$ cat config.mk
export PLATFORM = sky130hd
export DESIGN_NAME = eva_intr_ctrl_flat
export DESIGN_NICKNAME = d
export VERILOG_FILES = /design/src/rtl/eva_intr_pkg.sv /design/src/rtl/eva_intr_ctrl_if.sv /design/src/rtl/eva_rr_arb.sv /design/src/rtl/eva_intr_ctrl.sv /design/src/flat_wrapper.sv
export SDC_FILE = /design/constraint.sdc
export NUM_CORES = 1
export LEC_CHECK = 0
export CORE_MARGIN = 2
export CORE_UTILIZATION = 54
export DETAILED_ROUTE_END_ITERATION = 6
export PLACE_DENSITY = 0.88
export SETUP_SLACK_MARGIN = 0.2
export SYNTH_ARGS = -nofsm -noshare
export SYNTH_HDL_FRONTEND = slang
export SYNTH_SLANG_ARGS = --single-unit
$ cat constraint.sdc
create_clock -name clk -period 8.9 [get_ports clk]
set_input_delay 1.78 -clock clk [delete_from_list [all_inputs] [get_ports clk]]
set_output_delay 1.78 -clock clk [all_outputs]
set_load 0.01 [all_outputs]
$ cat src/rtl/eva_intr_pkg.sv
// eva_intr_pkg: shared types for the EVA interrupt collector.
// Channel trigger modes and collector FSM states.
package eva_intr_pkg;

  typedef enum logic [1:0] {
    RISE  = 2'b00,
    FALL  = 2'b01,
    LEVEL = 2'b10,
    OFF   = 2'b11
  } intr_mode_e;

  typedef enum logic [1:0] {
    IDLE    = 2'b00,
    GATHER  = 2'b01,
    DELIVER = 2'b10
  } intr_state_e;

  // Only edge modes can lose events, so only they track overflow.
  function automatic logic is_edge(intr_mode_e m);
    return (m == RISE) || (m == FALL);
  endfunction

endpackage

$ cat src/rtl/eva_intr_ctrl_if.sv
// eva_intr_ctrl_if: valid/ready event port of the collector.
// master drives valid/id, slave drives ready.
interface eva_intr_ctrl_if #(
  parameter int IDW = 3
) ();

  logic           evt_valid;
  logic [IDW-1:0] evt_id;
  logic           evt_ready;

  modport master (
    output evt_valid,
    output evt_id,
    input  evt_ready
  );

  modport slave (
    input  evt_valid,
    input  evt_id,
    output evt_ready
  );

endinterface

$ cat src/rtl/eva_rr_arb.sv
// eva_rr_arb: combinational NUM_CH-way round-robin picker.
// elig_i/last_i in; gnt_vld_o/gnt_id_o = first elig after last_i.
module eva_rr_arb #(
  parameter int NUM_CH = 8,
  parameter int IDW    = (NUM_CH > 1) ? $clog2(NUM_CH) : 1
) (
  input  logic [NUM_CH-1:0] elig_i,
  input  logic [IDW-1:0]    last_i,
  output logic              gnt_vld_o,
  output logic [IDW-1:0]    gnt_id_o
);

  logic           hi_vld;
  logic [IDW-1:0] hi_id;
  logic           lo_vld;
  logic [IDW-1:0] lo_id;

  // Scan downward so the last hit is the lowest index:
  // hi = lowest above last, lo = lowest overall (wrap).
  always_comb begin
    hi_vld = 1'b0;
    hi_id  = '0;
    lo_vld = 1'b0;
    lo_id  = '0;
    for (int i = NUM_CH - 1; i >= 0; i--) begin
      if (elig_i[i]) begin
        lo_vld = 1'b1;
        lo_id  = IDW'(i);
        if (i > int'(last_i)) begin
          hi_vld = 1'b1;
          hi_id  = IDW'(i);
        end
      end
    end
  end

  assign gnt_vld_o = lo_vld;
  assign gnt_id_o  = hi_vld ? hi_id : lo_id;

endmodule

$ cat src/rtl/eva_intr_ctrl.sv
// eva_intr_ctrl: edge/level interrupt collector with coalescing
// and round-robin delivery. Ports: clk, rst_n, irq_in, cfg_mode,
// cfg_mask, cfg_coal_thr, cfg_coal_tmo, clr_ovf, evt (master),
// pend_o, ovf_o.
module eva_intr_ctrl
  import eva_intr_pkg::*;
#(
  parameter int NUM_CH = 8,
  parameter int CNT_W  = 8
) (
  input  logic                clk,
  input  logic                rst_n,
  input  logic [NUM_CH-1:0]   irq_in,
  input  logic [2*NUM_CH-1:0] cfg_mode,
  input  logic [NUM_CH-1:0]   cfg_mask,
  input  logic [CNT_W-1:0]    cfg_coal_thr,
  input  logic [CNT_W-1:0]    cfg_coal_tmo,
  input  logic                clr_ovf,
  eva_intr_ctrl_if.master     evt,
  output logic [NUM_CH-1:0]   pend_o,
  output logic [NUM_CH-1:0]   ovf_o
);

  localparam int IDW = (NUM_CH > 1) ? $clog2(NUM_CH) : 1;

  logic [NUM_CH-1:0] irq_ff_q;
  logic [NUM_CH-1:0] pend_q, pend_d;
  logic [NUM_CH-1:0] ovf_q, ovf_d;
  intr_state_e       state_q, state_d;
  logic [CNT_W-1:0]  tmr_q, tmr_d;
  logic              vld_q, vld_d;
  logic [IDW-1:0]    id_q, id_d;
  logic [IDW-1:0]    last_q, last_d;

  logic [NUM_CH-1:0] ev;
  logic [NUM_CH-1:0] edg;
  logic [NUM_CH-1:0] clr;
  logic [NUM_CH-1:0] elig;
  logic              hs;
  logic              imm;
  int unsigned       ecnt;
  logic              gnt_vld;
  logic [IDW-1:0]    gnt_id;

  assign hs   = vld_q & evt.evt_ready;
  assign elig = pend_q & ~cfg_mask;
  assign imm  = (cfg_coal_thr <= CNT_W'(1)) ||
                (cfg_coal_tmo == '0);

  always_comb begin
    intr_mode_e md;
    ev  = '0;
    edg = '0;
    clr = '0;
    md  = OFF;
    for (int i = 0; i < NUM_CH; i++) begin
      md     = intr_mode_e'(cfg_mode[2*i +: 2]);
      edg[i] = is_edge(md);
      clr[i] = hs && (int'(id_q) == i);
      unique case (md)
        RISE:  ev[i] = irq_in[i] & ~irq_ff_q[i];
        FALL:  ev[i] = ~irq_in[i] & irq_ff_q[i];
        LEVEL: ev[i] = irq_in[i];
        OFF:   ev[i] = 1'b0;
      endcase
    end
  end

  // An event coinciding with its own clear re-pends without
  // overflowing; a new overflow beats clr_ovf.
  always_comb begin
    logic [NUM_CH-1:0] set;
    set    = ev & edg & pend_q & ~clr;
    pend_d = (pend_q & ~clr) | ev;
    ovf_d  = (clr_ovf ? '0 : ovf_q) | set;
    ecnt   = $countones(elig);
  end

  eva_rr_arb #(
    .NUM_CH (NUM_CH),
    .IDW    (IDW)
  ) u_arb (
    .elig_i    (elig),
    .last_i    (last_q),
    .gnt_vld_o (gnt_vld),
    .gnt_id_o  (gnt_id)
  );

  always_comb begin
    state_d = state_q;
    tmr_d   = tmr_q;
    vld_d   = vld_q;
    id_d    = id_q;
    last_d  = last_q;
    if (hs) vld_d = 1'b0;
    unique case (state_q)
      IDLE: begin
        if (elig != '0) begin
          if (imm) begin
            state_d = DELIVER;
          end else begin
            state_d = GATHER;
            tmr_d   = cfg_coal_tmo;
          end
        end
      end
      GATHER: begin
        if (tmr_q != '0) tmr_d = tmr_q - CNT_W'(1);
        if (elig == '0) begin
          state_d = IDLE;
          tmr_d   = '0;
        end else if (ecnt >= 32'(cfg_coal_thr) ||
                     tmr_q == CNT_W'(1)) begin
          state_d = DELIVER;
          tmr_d   = '0;
        end
      end
      DELIVER: begin
        // A held grant stays put until its handshake,
        // whatever mask/mode do meanwhile.
        if (!vld_q) begin
          if (gnt_vld) begin
            vld_d  = 1'b1;
            id_d   = gnt_id;
            last_d = gnt_id;
          end else begin
            state_d = IDLE;
          end
        end
      end
      default: state_d = IDLE;
    endcase
  end

  always_ff @(posedge clk or negedge rst_n) begin
    if (!rst_n) begin
      irq_ff_q <= '0;
      pend_q   <= '0;
      ovf_q    <= '0;
      state_q  <= IDLE;
      tmr_q    <= '0;
      vld_q    <= 1'b0;
      id_q     <= '0;
      last_q   <= IDW'(NUM_CH - 1);
    end else begin
      irq_ff_q <= irq_in;
      pend_q   <= pend_d;
      ovf_q    <= ovf_d;
      state_q  <= state_d;
      tmr_q    <= tmr_d;
      vld_q    <= vld_d;
      id_q     <= id_d;
      last_q   <= last_d;
    end
  end

  assign evt.evt_valid = vld_q;
  assign evt.evt_id    = id_q;
  assign pend_o        = pend_q;
  assign ovf_o         = ovf_q;

endmodule

$ cat src/flat_wrapper.sv
// flat-port wrapper written by rule: the top's interface ports become plain ports
module eva_intr_ctrl_flat import eva_intr_pkg::*;
#(
  parameter int NUM_CH = 8,
  parameter int CNT_W  = 8
)
  (clk, rst_n, irq_in, cfg_mode, cfg_mask, cfg_coal_thr, cfg_coal_tmo, clr_ovf, pend_o, ovf_o, evt_evt_valid, evt_evt_id, evt_evt_ready);
  eva_intr_ctrl_if #(.IDW((3))) evt_i ();
  input  logic clk;
  input  logic rst_n;
  input  logic [NUM_CH-1:0] irq_in;
  input  logic [2*NUM_CH-1:0] cfg_mode;
  input  logic [NUM_CH-1:0] cfg_mask;
  input  logic [CNT_W-1:0] cfg_coal_thr;
  input  logic [CNT_W-1:0] cfg_coal_tmo;
  input  logic clr_ovf;
  output logic [NUM_CH-1:0] pend_o;
  output logic [NUM_CH-1:0] ovf_o;
  output wire logic [$bits(evt_i.evt_valid)-1:0] evt_evt_valid;
  output wire logic [$bits(evt_i.evt_id)-1:0] evt_evt_id;
  input wire logic [$bits(evt_i.evt_ready)-1:0] evt_evt_ready;
  assign evt_evt_valid = evt_i.evt_valid;
  assign evt_evt_id = evt_i.evt_id;
  assign evt_i.evt_ready = evt_evt_ready;
  eva_intr_ctrl #(.NUM_CH(NUM_CH), .CNT_W(CNT_W)) u_core (.clk(clk), .rst_n(rst_n), .irq_in(irq_in), .cfg_mode(cfg_mode), .cfg_mask(cfg_mask), .cfg_coal_thr(cfg_coal_thr), .cfg_coal_tmo(cfg_coal_tmo), .clr_ovf(clr_ovf), .evt(evt_i), .pend_o(pend_o), .ovf_o(ovf_o));
endmodule
# ---- Yosys cells after proc, flatten, opt, wreduce, memory -nomap -nowiden
# Cells that the tools add are included.
dict set report word_totals {
  regBits 41
  inputBits 52
  output_inout_bits 20
  elab_cells 215
}
dict set report op_classes {
  eq_ne 40
  bitwise 43
  muxes 71
  order_cmp 9
  n_addsub 8
  reduce_logical 36
}
# op n
set op_table {}
lappend op_table {{32-bit adder} 3}
lappend op_table {{3-bit two-way mux} 23}
lappend op_table {{8-bit two-way mux} 6}
lappend op_table {{8-bit bitwise AND} 5}
lappend op_table {{2-bit equality test (second input constant)} 17}
lappend op_table {{32-bit by 8-bit greater-or-equal comparator with 1-bit output} 1}
lappend op_table {{1-bit one-hot mux with 4 select lines} 8}
lappend op_table {{1-bit two-way mux} 26}
lappend op_table {{2-bit by 1-bit equality test with 1-bit output (second input constant)} 9}
lappend op_table {{2-bit zero test} 9}
lappend op_table {{1-bit bitwise AND} 17}
lappend op_table {{1-bit inverter} 17}
lappend op_table {{8-bit zero test} 2}
lappend op_table {{8-bit inverter} 2}
lappend op_table {{8-bit OR} 2}
lappend op_table {{8-bit one-hot mux with 2 select lines} 1}
lappend op_table {{8-bit nonzero test} 2}
lappend op_table {{3-bit equality test (second input constant)} 4}
lappend op_table {{3-bit greater-than comparator (first input constant)} 4}
lappend op_table {{2-bit two-way mux} 6}
lappend op_table {{1-bit logical OR} 10}
lappend op_table {{1-bit by 1-bit adder with 2-bit output} 4}
lappend op_table {{8-bit by 1-bit equality test with 1-bit output (second input constant)} 1}
lappend op_table {{8-bit by 1-bit <= comparator with 1-bit output (second input constant)} 1}
lappend op_table {{15 further kinds} 27}

# ---- Depth between registers and ports, before layout
dict set report logic_depth {
  word_depth 16
  mapped_depth 15
}

# ---- Cells and area by module
# From an unflattened synthesis, not the netlist that was laid out.
dict set report unflattened {
  hier_cells 327
  hier_area_um2 2812.7
}
# mod area_per_inst_um2 cells_each n_inst seq_area_each_um2
set modules_own_cells {}
lappend modules_own_cells {eva_intr_ctrl 2521.2 283 1 1029.7}
lappend modules_own_cells {eva_rr_arb 291.5 44 1 0.0}

# ---- Worst setup path after synthesis
# Ideal clock, no wire load.
dict set report synth_path {
  path_type {input -> register}
  startpoint {input port cfg_mask[2]}
  endpoint {register u_core.tmr_q[5]}
  n_path_buf 0
  arrival_ns 5.135
  slack_ns 3.642
  setup_ns 0.123
  required_time_ns 8.777
  path_stages 15
  path_cell_list {nand2b_1 > clkinv_1 > ha_1 > fa_1 > inv_1 > fa_1 > inv_1 > ha_1 > fa_1 > ha_1 > o21ai_0 > o21ai_1 > a21boi_4 > nand2_2 > o221a_2}
}
dict set report synth_via {
  elab_chain_cells 10
  word_cells_on_any_way 15
  classes_between {add/sub (3); order compare (1); eq/ne (2); mux (3); bitwise (2); reduce/logical (4)}
}
# element line
set synth_lines {}
lappend synth_lines {{start, declared} flat_wrapper.sv:13} ;# input logic [NUM_CH-1:0] cfg_mask;
lappend synth_lines {{8-bit inverter *} eva_intr_ctrl.sv:46} ;# assign elig = pend_q & ~cfg_mask;
lappend synth_lines {{8-bit bitwise AND *} eva_intr_ctrl.sv:46}
lappend synth_lines {{1-bit by 1-bit adder with 2-bit output (implied by the code)} eva_intr_ctrl.sv:76} ;# ecnt = $countones(elig);
lappend synth_lines {{32-bit adder (implied by the code) (2 in series)} eva_intr_ctrl.sv:76}
lappend synth_lines {{32-bit by 8-bit greater-or-equal comparator with 1-bit output} eva_intr_ctrl.sv:112} ;# end else if (ecnt >= 32'(cfg_coal_thr) ||
lappend synth_lines {{1-bit logical OR} eva_intr_ctrl.sv:112}
lappend synth_lines {{8-bit two-way mux} eva_intr_ctrl.sv:112}
lappend synth_lines {{8-bit two-way mux} eva_intr_ctrl.sv:109} ;# if (elig == '0) begin
lappend synth_lines {{8-bit one-hot mux with 2 select lines} eva_intr_ctrl.sv:96} ;# unique case (state_q)
lappend synth_lines {{end signal, assigned} eva_intr_ctrl.sv:150} ;# tmr_q <= tmr_d;
lappend synth_lines {{end, declared} eva_intr_ctrl.sv:30} ;# logic [CNT_W-1:0] tmr_q, tmr_d;
# Every way passes the cells marked *; elsewhere a longest branch is shown, timed or not.
# A chain may end at the register's enable or synchronous reset.

# ---- Final worst setup path
# Ends and elaborated chain as after synthesis.

==> out/results.tsv <==
stage	metric	value	unit
worst_setup_path	critPathKind	in -> reg	
timing	worstMarginPinSlew	0.974	ns
clock_network	cts_sinks	41	
clock_network	clockBufferDepth	2	
power	max-vdd-ir-drop	0.166	mV
global_route	grt-ovfl-total	0	
global_route	grt_pass1_vias	2661	
timing	final_hold_viol_count	0	
yosys	synth.avg_cell_area	8.93	um2
timing	min_period	5.75	ns
die	die_area	5930	um2
finish	layout-drive-gt1-share	0.0761	
yosys	synth_ff_type	dfrtp_1	
job	max_cap_violations	0	
route	post_drt_wl_per_cell	15.7	um
finish	final_nets	465	
die	fp-row-count	26	
timing	slew_viol_final	0	
timing	setup_slack	3.15	ns
finish	insertedDiodeCount	0	
route	vias	2684	
die	io_pins	72	
place	dp_slack	2.82	ns
power	power_density	261	nW/um2
power	p_switching	410	uW
yosys	synth.distinct_cells	66	
power	power_frac_comb	0.519	
clock_network	numCtsBuffers	5	
route	drc	0	
clock_network	cts_tree	done	
yosys	synth_top_cell_by_area	dfrtp_1	
finish	utilization	0.727	
clock_network	clkTransAtPathRegs	0.09	ns
timing	skew	0.0121	ns
place	placed_cell_area	3630	um2
global_route	grt_pass1_wl	12200	um
clock_network	post-cts-setup-buffer-count	0	
yosys	synth_top_area_share	0.331	
yosys	ys_async_sr_fraction	1.00	
min_path	worstHoldPathCells	1	
power	p_clk_frac	0.158	
clock_network	postCtsHoldBufs	0	
timing	min_period_over_period	0.646	
die	fp.dieW	77.0	um
yosys	yosys-top-cells-count	dfrtp_1 (38), nand2_1 (36), nor2_1 (36)	
finish	fillers	423	
route	firstDrtPassIters	5	
yosys	netlist_top_cells_area	dfrtp_1 (33%), ha_1 (7.0%), nand2_1 (4.7%)	
place	hpwl	5650	um
route	antenna_left	0	
power	seqPwrFrac	0.324	
route	wl	7300	um
worst_setup_path	cp.required	9.09	ns
power	swShare	0.420	
route	vias_per_cell	5.78	
power	p_int	566	uW
timing	finalSetupTns	0	ns
timing	slew_headroom	0.350	
timing	fmax	174	MHz
worst_setup_path	worst_r2r_path_depth	15	
global_route	antenna_found_initial	0	
yosys	synth_area	2880	um2
worst_setup_path	arrival	5.94	ns
worst_setup_path	crit_path_start_kind	input pin	
clock_network	h-tree-depth	2	
timing	setup_viol_count_final	0	
clock_network	root_buffer	clkbuf_8	
yosys	syn-num-nets	394	
die	die_y	77.0	um
worst_setup_path	crit_path_end_kind	register	
route	drtIter0Drc	120	
die	initial_core_util	0.560	
min_path	holdCritPathClass	reg -> reg	
clock_network	cts_resized	0	
global_route	grt_max_degree	42	
worst_setup_path	crit_path_max_fanout	9	
yosys	ys_seq_area_frac	0.358	
place	place.gp.congestion	0.904	
yosys	ys_ff_latch	41	
timing	rsz0062_at_grt	false	
finish	postLayoutCellArea	3740	um2
place	port_buffers	71	
yosys	synth-edff-count	0	
clock_network	clk_latency	0.30	ns
yosys	yosysMostFrequentCell	dfrtp_1	
finish	area_growth	30.0	%
yosys	syn_inst	322	
die	core-area	5140	um2
run_status	status	finished clean	
power	leakagePower	0.00155	uW
yosys	ys_warn_count	0	
global_route	grt_use_total	0.254	
[per-stage QoR]
stage / power [uW] / std cells / hold slack (ns)
floorplan: 655 / 322 / 0.479
global placement: 805 / 456 / 0.497
detailed placement: 821 / 456 / 0.508
CTS: 981 / 464 / 0.523
global route: 1060 / 464 / 0.536
finish: 976 / 464 / 0.533
[logic make-up after synthesis]
group | share of synthesized area
DFF | 0.358
xor gates and xnor gates | 0.00305
AOI/OAI and AO/OA | 0.252
buffers and inverters | 0.0583
adders and majority gates | 0.0974
and+or+nand+nor | 0.231
[metal layers]
layer | vias up | GRT usage | share of wire
met5 | - | 0 | 0
met4 | 0 | 0.0536 | 0.011
met3 | 10 | 0.0576 | 0.059
met2 | 85 | 0.451 | 0.51
met1 | 1289 | 0.317 | 0.42
li1 | 1300 | - | -
[cell usage in the layout (no fill, tap or decap), types with 5 or more instances in the layout]
cell,n
nand2_1,36
inv_1,30
o21ai_0,13
nand2b_1,14
o32ai_1,9
a21oi_1,15
dfrtp_1,38
nor2b_1,9
a32oi_1,6
ha_1,16
nor2_1,36
clkbuf_8,5
clkdlybuf4s50_1,70
o211ai_1,10
[worst max-delay path: stages]
cell and delay, ns:
clkdlybuf4s50_1 0.44, nand2b_1 0.22, clkinv_1 0.16, ha_1 0.24, fa_1 0.47, inv_1 0.06
fa_1 0.54, inv_1 0.04, ha_1 0.20, fa_1 0.44, ha_1 0.28, o21ai_0 0.07
o21ai_1 0.13, a21boi_4 0.34, nand2_2 0.19, o221a_2 0.35
[layout make-up]
type / instances / area (um2) / area share
Tap cell: 70 / 87.6 / 0.0234
Clock buffer: 5 / 68.8 / 0.0184
Clock inverter: 3 / 43.8 / 0.0117
Sequential cell: 41 / 1030 / 0.275
Timing Repair Buffer: 71 / 706 / 0.189
Inverter: 33 / 124 / 0.0331
Multi-Input combinational cell: 241 / 1680 / 0.449
[power by group through the flow]
stage	Sequential, uW	Combinational (uW)	Clock [uW]
after floorplan	304	351	0
after global placement	316	488	0
after detailed placement	318	503	0
after CTS	314	510	157
after global routing	325	566	165
final	316	506	154
[path summary, 6_finish.rpt]
check / startpoint / end / slack (ns)
setup / recovery: cfg_mask[2] / u_core.tmr_q[5] / 3.15
hold / removal: u_core.evt.evt_id[2] / u_core.evt.evt_id[2] / 0.53
setup reg to reg: u_core.pend_o[2] / u_core.tmr_q[5] / 4.69
hold reg to reg: u_core.evt.evt_id[2] / u_core.evt.evt_id[2] / 0.53
max in group asynchronous: rst_n / u_core.tmr_q[7] / 6.66
min in group asynchronous: rst_n / u_core.irq_ff_q[4] / 1.63
[registers in the layout, indices dropped and copies added, names as in the netlist]
name                  count
u_core.evt.evt_id         3
u_core.evt.evt_valid      1
u_core.irq_ff_q           8
u_core.last_q             3
u_core.ovf_o              8
u_core.pend_o             8
u_core.state_q            2
u_core.tmr_q              8
Power figures use the tool's default switching activity.
